### src/rtl/ahb_defines.svh
// rtl/ahb_defines.svh - shared AHB transfer/burst encodings and arbiter state codes
`ifndef AHB_DEFINES_SVH
`define AHB_DEFINES_SVH

`define HTRANS_IDLE    2'b00
`define HTRANS_BUSY    2'b01
`define HTRANS_NONSEQ  2'b10
`define HTRANS_SEQ     2'b11

`define HBURST_SINGLE  3'b000
`define HBURST_INCR    3'b001
`define HBURST_WRAP4   3'b010
`define HBURST_INCR4   3'b011
`define HBURST_WRAP8   3'b100
`define HBURST_INCR8   3'b101
`define HBURST_WRAP16  3'b110
`define HBURST_INCR16  3'b111

`define ARB_ST_ARB     2'd0
`define ARB_ST_BURST   2'd1
`define ARB_ST_LOCKED  2'd2

`endif

### src/rtl/ahb_arbiter_pkg.sv
// rtl/ahb_arbiter_pkg.sv - arbiter types, AHB encodings and burst-length helpers
`include "ahb_defines.svh"

package ahb_arbiter_pkg;

    localparam logic [1:0] HTRANS_IDLE   = `HTRANS_IDLE;
    localparam logic [1:0] HTRANS_NONSEQ = `HTRANS_NONSEQ;
    localparam logic [1:0] HTRANS_SEQ    = `HTRANS_SEQ;

    localparam logic [2:0] HBURST_WRAP4  = `HBURST_WRAP4;
    localparam logic [2:0] HBURST_INCR4  = `HBURST_INCR4;
    localparam logic [2:0] HBURST_WRAP8  = `HBURST_WRAP8;
    localparam logic [2:0] HBURST_INCR8  = `HBURST_INCR8;
    localparam logic [2:0] HBURST_WRAP16 = `HBURST_WRAP16;
    localparam logic [2:0] HBURST_INCR16 = `HBURST_INCR16;

    // Beat counter holds (beats - 1), so 4 bits covers a 16-beat burst.
    localparam int CNT_W = 4;

    typedef enum logic [1:0] {
        ST_ARB    = `ARB_ST_ARB,
        ST_BURST  = `ARB_ST_BURST,
        ST_LOCKED = `ARB_ST_LOCKED
    } arb_state_e;

    // Fixed-length bursts are the only ones that freeze the grant.
    function automatic logic is_fixed_burst(input logic [2:0] burst);
        return (burst == HBURST_WRAP4)  || (burst == HBURST_INCR4)  ||
               (burst == HBURST_WRAP8)  || (burst == HBURST_INCR8)  ||
               (burst == HBURST_WRAP16) || (burst == HBURST_INCR16);
    endfunction

    function automatic logic [CNT_W-1:0] burst_beats_m1(input logic [2:0] burst);
        logic [CNT_W-1:0] beats_m1;
        beats_m1 = '0;
        if ((burst == HBURST_WRAP4) || (burst == HBURST_INCR4)) begin
            beats_m1 = 4'd3;
        end else if ((burst == HBURST_WRAP8) || (burst == HBURST_INCR8)) begin
            beats_m1 = 4'd7;
        end else if ((burst == HBURST_WRAP16) || (burst == HBURST_INCR16)) begin
            beats_m1 = 4'd15;
        end
        return beats_m1;
    endfunction

endpackage

### src/rtl/ahb_prio_enc.sv
// rtl/ahb_prio_enc.sv - fixed-priority encoder, lowest requesting index >= 1 wins
//
// Ports:
//   req_i   [NUM_MST-1:0]  request vector; bit 0 ignored (default master)
//   grant_o [NUM_MST-1:0]  one-hot winner, bit 0 when nobody requests
//   idx_o   [MW-1:0]       index of the winner
module ahb_prio_enc
    import ahb_arbiter_pkg::*;
#(
    parameter int NUM_MST = 4,
    parameter int MW      = $clog2(NUM_MST)
) (
    input  logic [NUM_MST-1:0] req_i,
    output logic [NUM_MST-1:0] grant_o,
    output logic [MW-1:0]      idx_o
);

    // Master 0 is the fallback owner, so its request bit carries no meaning.
    logic unused_req0;
    assign unused_req0 = req_i[0];

    // Scan from the top down so the last hit is the lowest index.
    always_comb begin
        idx_o = '0;
        for (int i = NUM_MST - 1; i >= 1; i--) begin
            if (req_i[i]) begin
                idx_o = MW'(i);
            end
        end
        grant_o        = '0;
        grant_o[idx_o] = 1'b1;
    end

endmodule

### src/rtl/ahb_arbiter.sv
// rtl/ahb_arbiter.sv - AHB bus arbiter with burst freeze and locked-transfer hold
//
// Ports:
//   HCLK       bus clock, rising edge
//   HRESET     synchronous active-high reset
//   HBUSREQ    per-master bus request (bit 0 ignored)
//   HLOCK_M    per-master lock request (bit 0 ignored)
//   HTRANS     muxed transfer type from the address-phase owner
//   HBURST     muxed burst type from the address-phase owner
//   HREADY     muxed slave ready
//   HGRANT     one-hot grant, registered
//   HMASTER    address-phase owner index, registered
//   HMASTER_D  data-phase owner index, registered
//   HMASTLOCK  current address phase is locked, registered
module ahb_arbiter
    import ahb_arbiter_pkg::*;
#(
    parameter  int NUM_MST = 4,
    localparam int MW      = $clog2(NUM_MST)
) (
    input  logic               HCLK,
    input  logic               HRESET,
    input  logic [NUM_MST-1:0] HBUSREQ,
    input  logic [NUM_MST-1:0] HLOCK_M,
    input  logic [1:0]         HTRANS,
    input  logic [2:0]         HBURST,
    input  logic               HREADY,
    output logic [NUM_MST-1:0] HGRANT,
    output logic [MW-1:0]      HMASTER,
    output logic [MW-1:0]      HMASTER_D,
    output logic               HMASTLOCK
);

    arb_state_e         state_q, state_d;
    logic [CNT_W-1:0]   cnt_q, cnt_d;
    logic [NUM_MST-1:0] hgrant_q, hgrant_d;
    logic [MW-1:0]      gidx_q, gidx_d;     // index of hgrant_q, kept alongside it
    logic [MW-1:0]      hmaster_q;
    logic [MW-1:0]      hmaster_dp_q;       // data-phase owner
    logic               hmastlock_q;

    logic [NUM_MST-1:0] prio_grant;
    logic [MW-1:0]      prio_idx;
    logic               own_lock;
    logic               burst_start;

    ahb_prio_enc #(
        .NUM_MST (NUM_MST),
        .MW      (MW)
    ) u_prio_enc (
        .req_i   (HBUSREQ),
        .grant_o (prio_grant),
        .idx_o   (prio_idx)
    );

    // Master 0 never locks, whatever its HLOCK_M bit says.
    assign own_lock    = (gidx_q != '0) && HLOCK_M[gidx_q];
    assign burst_start = HREADY && (HTRANS == HTRANS_NONSEQ) && is_fixed_burst(HBURST);

    always_comb begin
        state_d  = state_q;
        cnt_d    = cnt_q;
        hgrant_d = hgrant_q;
        gidx_d   = gidx_q;
        case (state_q)
            ST_ARB: begin
                if (burst_start) begin
                    cnt_d = burst_beats_m1(HBURST);
                end
                // A locking owner keeps its grant; otherwise re-arbitrate.
                if (own_lock) begin
                    state_d = ST_LOCKED;
                end else begin
                    hgrant_d = prio_grant;
                    gidx_d   = prio_idx;
                    if (burst_start) begin
                        state_d = ST_BURST;
                    end
                end
            end
            ST_BURST: begin
                if (HREADY) begin
                    if (HTRANS == HTRANS_SEQ) begin
                        cnt_d = cnt_q - 4'd1;
                        // Leaving at count 1 lets arbitration overlap the final
                        // beat's address phase.
                        if (cnt_q <= 4'd2) begin
                            state_d = ST_ARB;
                        end
                    end else if ((HTRANS == HTRANS_IDLE) || (HTRANS == HTRANS_NONSEQ)) begin
                        cnt_d   = '0;
                        state_d = ST_ARB;
                    end
                end
            end
            ST_LOCKED: begin
                // Let one unlocked transfer complete before handing over.
                if (!own_lock && HREADY) begin
                    state_d = ST_ARB;
                end
            end
            default: begin
                state_d = ST_ARB;
            end
        endcase
    end

    always_ff @(posedge HCLK) begin
        if (HRESET) begin
            state_q      <= ST_ARB;
            cnt_q        <= '0;
            hgrant_q     <= NUM_MST'(1);
            gidx_q       <= '0;
            hmaster_q    <= '0;
            hmaster_dp_q <= '0;
            hmastlock_q  <= 1'b0;
        end else begin
            state_q  <= state_d;
            cnt_q    <= cnt_d;
            hgrant_q <= hgrant_d;
            gidx_q   <= gidx_d;
            if (HREADY) begin
                hmaster_q    <= gidx_q;
                hmaster_dp_q <= hmaster_q;
                hmastlock_q  <= own_lock;
            end
        end
    end

    assign HGRANT    = hgrant_q;
    assign HMASTER   = hmaster_q;
    assign HMASTER_D = hmaster_dp_q;
    assign HMASTLOCK = hmastlock_q;

endmodule

### config.mk
export PLATFORM = sky130hd
export DESIGN_NAME = ahb_arbiter
export DESIGN_NICKNAME = d
export VERILOG_FILES = /design/src/rtl/ahb_arbiter_pkg.sv /design/src/rtl/ahb_prio_enc.sv /design/src/rtl/ahb_arbiter.sv
export VERILOG_INCLUDE_DIRS = /design/src /design/src/rtl
export SDC_FILE = /design/constraint.sdc
export NUM_CORES = 1
export LEC_CHECK = 0
export ABC_AREA = 0
export BUFFER_PORTS_ARGS = -buffer_cell sky130_fd_sc_hd__buf_2
export CORE_MARGIN = 1
export CORE_UTILIZATION = 52
export CTS_CLUSTER_DIAMETER = 30
export CTS_CLUSTER_SIZE = 25
export DETAILED_ROUTE_END_ITERATION = 6
export PLACE_DENSITY = 0.93
export SYNTH_ARGS = -nofsm -noshare
export SYNTH_HDL_FRONTEND = slang
export SYNTH_SLANG_ARGS = --single-unit
### constraint.sdc
create_clock -name HCLK -period 2.5 [get_ports HCLK]
set_input_delay 0.5 -clock HCLK [delete_from_list [all_inputs] [get_ports HCLK]]
set_output_delay 0.5 -clock HCLK [all_outputs]
set_load 0.01 [all_outputs]
==> impl_results.rst <==
.. list-table::
   :header-rows: 1

   * - Metric
     - Value
   * - Die outline area
     - 1740 um2
   * - DR vias
     - 763
   * - Top cells by area in the synthesized netlist
     - sky130_fd_sc_hd__dfxtp_1 41%, sky130_fd_sc_hd__mux2i_1 7.3%, sky130_fd_sc_hd__nor2_1 5.9%, sky130_fd_sc_hd__o41ai_1 5.3%, sky130_fd_sc_hd__nand2b_1 3.8%
   * - Cell internal power dissipation
     - 405 uW
   * - Kind of end point of the critical path
     - register
   * - Global routing met2 resource utilization
     - 36.6%
   * - Count of cell types in the netlist
     - 29
   * - Fraction of power consumed by sequential logic
     - 54.0%
   * - Row count
     - 13
   * - Hold buffer count at cts
     - 0
   * - Maximum number of pins on one net before global-route repair
     - 17
   * - Area added between synthesis and finish
     - 16.0%
   * - Synth Area per Inst
     - 8.94 um2
   * - Post-CTS Resized
     - 0
   * - Post-layout utilization of the core
     - 69.0%
   * - Clock buffer count from CTS
     - 3
   * - Fraction of final layout cells sized beyond drive strength 1
     - 23.9%
   * - Met1 track utilization from global routing
     - 23.0%
   * - Met3 capacity usage during global routing
     - 2.61%
   * - Clock Latency Late Sink
     - 290 ps
   * - Starting DRT DRC Count
     - 20
   * - WL final
     - 1.70 mm
   * - Busiest layer in global routing
     - met2
   * - First element of the critical path
     - gidx_q[0]
   * - Final RePlAce weighted congestion
     - 0.896
   * - Clock tree from TritonCTS
     - built
   * - Post-Synthesis Cell Area
     - 822 um2
   * - Cell count after synthesis
     - 92
   * - Number of antenna violations at the first check in global routing
     - 0
   * - Number of nets still failing antenna checks after routing
     - 0
   * - Number of hold violations in the final report
     - 0
   * - Number of top-level pins
     - 25
   * - Final Non-Filler Cells
     - 128
   * - Leakage dissipation
     - 0.418 nW
   * - Fraction of registers with async set or reset after synthesis
     - 0%
   * - Maximum vdd ir drop
     - 434 uV
   * - Antenna diode count
     - 0
   * - Clk Tree Root Cell
     - sky130_fd_sc_hd__clkbuf_4
   * - Clk network pwr share
     - 25.8%
   * - First-pass GRT wire length
     - 2.76 mm
   * - Count of cells along the worst register-to-register path
     - 4
   * - Worst-case clock skew
     - 2.56 ps
   * - Global route overflow
     - 0
   * - Net switching power
     - 164 uW
   * - Max-Cap Viols
     - 0
   * - Length of the first detailed-routing pass in iterations
     - 4
   * - RSZ-0062 raised after global routing
     - no
   * - Cell taking the most area after synthesis
     - sky130_fd_sc_hd__dfxtp_1
   * - Net count after synthesis
     - 110
   * - Worst setup path class
     - register to register
   * - Via-to-Cell Ratio
     - 5.96
   * - Maximum fanout encountered on the critical timing path
     - 12
   * - Peak Freq
     - 0.565 GHz
   * - DPL Wire Length
     - 1.22 mm
   * - Startpoint kind of the worst setup timing path
     - register
   * - Sink count of the clock tree
     - 17
   * - Setup total negative slack
     - 0 ps
   * - Synth warn
     - 0
   * - Number of pins exceeding their max-slew limit in the final report
     - 0
   * - Area of the core
     - 1380 um2
   * - Worst setup endpoint
     - HGRANT[3]
   * - Arrival time at the worst endpoint
     - 2000 ps
   * - Overall track demand over capacity in global routing
     - 20.2%
   * - Combinational share of power
     - 20.2%
   * - Clock-pin slew on the worst setup and hold paths
     - 90 ps
   * - DR WL/cell
     - 13.2 um
   * - Setup slack of the most critical reg-to-reg path
     - 730 ps
   * - Area fraction of the dominant cell type after synthesis
     - 41.4%
   * - Status
     - completed
   * - Worst-margin pin slew
     - 872 ps
   * - Worst reg2reg path startpoint
     - gidx_q[0]
   * - Post-synthesis sequential element count
     - 17
   * - DP Cell Count
     - 124
   * - X dimension of the die
     - 41.8 um
   * - Final Critical Period
     - 1770 ps
   * - Hold crit path type
     - register to register
   * - Count of buffers from port buffering
     - 21
   * - Worst endpoint required time
     - 2730 ps
   * - Post-route fraction of the period consumed by the critical path
     - 70.8%
   * - Number of levels the H-tree was split into
     - 1
   * - Die Ht
     - 41.8 um
   * - Slew HR
     - 41.6%
   * - Switching power share of the total
     - 28.8%
   * - Post-CTS setup buffers
     - 0
   * - Vias in the first global route
     - 685
   * - Setup-failing EPs final
     - 0
   * - Number of enable flip-flop cells after synthesis
     - 0
   * - Sequential-to-total area share from yosys stat
     - 41.4%
   * - Final net count
     - 132
   * - Leading register cell type out of synthesis
     - sky130_fd_sc_hd__dfxtp_1
   * - P per Cell Area
     - 596 nW/um2
   * - CTS Buffer Depth
     - 2
   * - DRC viols
     - 0
   * - Initial Util
     - 59.5%
   * - Reg-to-reg critical path endpoint
     - HGRANT[3]
[per-layer routing]
metal | part of all wire (%) | wire length (um)
met3 | 5.3 | 89
met5 | 0 | 0
met1 | 45 | 761
met2 | 48 | 811
met4 | 2.0 | 34
[state kept, by name, indices dropped and copies added (netlist names)]
| register | count |
|---|---|
| HGRANT | 4 |
| HMASTER | 2 |
| HMASTER_D | 2 |
| HMASTLOCK | 1 |
| cnt_q | 4 |
| gidx_q | 2 |
| state_q | 2 |
[layout by cell type (no fill, tap or decap)]
master / instances
sky130_fd_sc_hd__nand2_1: 4
sky130_fd_sc_hd__clkbuf_1: 1
sky130_fd_sc_hd__a2bb2oi_1: 1
sky130_fd_sc_hd__nor2_1: 13
sky130_fd_sc_hd__buf_2: 21
sky130_fd_sc_hd__o221a_2: 2
sky130_fd_sc_hd__a211o_1: 2
sky130_fd_sc_hd__or4b_1: 1
sky130_fd_sc_hd__nor4_1: 1
sky130_fd_sc_hd__clkbuf_4: 3
sky130_fd_sc_hd__o21a_1: 1
sky130_fd_sc_hd__a211oi_1: 2
sky130_fd_sc_hd__a21oi_1: 5
sky130_fd_sc_hd__a31oi_1: 1
sky130_fd_sc_hd__inv_1: 6
sky130_fd_sc_hd__mux2i_1: 6
sky130_fd_sc_hd__or3_1: 2
sky130_fd_sc_hd__o41ai_1: 5
sky130_fd_sc_hd__o211ai_1: 1
sky130_fd_sc_hd__nor3_1: 2
sky130_fd_sc_hd__ha_1: 2
sky130_fd_sc_hd__a31o_2: 1
sky130_fd_sc_hd__o311ai_0: 2
sky130_fd_sc_hd__dfxtp_1: 17
sky130_fd_sc_hd__nand3b_1: 1
sky130_fd_sc_hd__nand3_1: 1
sky130_fd_sc_hd__nor2b_1: 2
sky130_fd_sc_hd__nand4b_1: 1
sky130_fd_sc_hd__nand2b_1: 5
sky130_fd_sc_hd__nor3b_1: 1
[cells in the mapped netlist (2+ instances only)]
cell type and count:
sky130_fd_sc_hd__dfxtp_1 17, sky130_fd_sc_hd__nor2_1 13, sky130_fd_sc_hd__inv_1 6, sky130_fd_sc_hd__mux2i_1 6, sky130_fd_sc_hd__a21oi_1 5, sky130_fd_sc_hd__nand2b_1 5
sky130_fd_sc_hd__o41ai_1 5, sky130_fd_sc_hd__nand2_1 4, sky130_fd_sc_hd__clkbuf_1 3, sky130_fd_sc_hd__a211o_1 2, sky130_fd_sc_hd__a211oi_1 2, sky130_fd_sc_hd__ha_1 2
sky130_fd_sc_hd__nor2b_1 2, sky130_fd_sc_hd__nor3_1 2, sky130_fd_sc_hd__o221a_2 2, sky130_fd_sc_hd__o311ai_0 2, sky130_fd_sc_hd__or3_1 2
[critical path: stages (launching register included)]
cell and delay (ps):
sky130_fd_sc_hd__dfxtp_1 400, sky130_fd_sc_hd__mux2i_1 240, sky130_fd_sc_hd__o211ai_1 350, sky130_fd_sc_hd__or4b_1 580, sky130_fd_sc_hd__a21oi_1 140
[through the flow]
| stage | setup slack (ps) | power, mW | instance area (um2) | hold WS [ps] |
|---|---|---|---|---|
| floorplan | 1070 | 0.394 | 822 | 452 |
| global placement | 612 | 0.422 | 927 | 439 |
| detailed placement | 587 | 0.427 | 927 | 445 |
| CTS | 726 | 0.572 | 953 | 458 |
| global route | 617 | 0.598 | 953 | 478 |
| finish | 731 | 0.569 | 953 | 455 |
[cells by family (layout without fill, tap and decap cells)]
family                     Yosys count  after routing  share of synthesized area [%]
buffers and inverters               10             31                           5.02
adders and majority gates            2              2                           3.04
muxes                                6              6                           7.31
DFF                                 17             17                           41.4
and+or+nand+nor                     34             34                           21.3
AOI/OAI and AO/OA                   23             23                           21.9
[power groups by stage]
stage	combinational [mW]	clock (mW)	sequential, mW
floorplan	0.0782	0	0.316
global placement	0.110	0	0.313
detailed placement	0.114	0	0.313
CTS	0.115	0.150	0.307
global route	0.127	0.161	0.310
finish	0.115	0.147	0.307
[worst min path at each step]
stage               slack [ps]        end  startpoint  cells after the start
global placement           440  HGRANT[3]   HGRANT[3]                      2
global route               480  HGRANT[2]  HBUSREQ[1]                      2
detailed placement         450  HGRANT[3]   HGRANT[3]                      2
finish                     450  HGRANT[3]   HGRANT[3]                      2
floorplan                  450  gidx_q[1]   gidx_q[1]                      2
CTS                        460  HGRANT[3]   HGRANT[3]                      2
[final cells by class]
class | count | area, um2
clock buffer | 4 | 26.3
fill | 119 | 429
inverter | 6 | 22.5
multi-input combinational | 65 | 440
sequential | 17 | 340
tap | 15 | 18.8
timing repair buffer | 21 | 105
No activity file was read; power rests on OpenSTA's default activity.
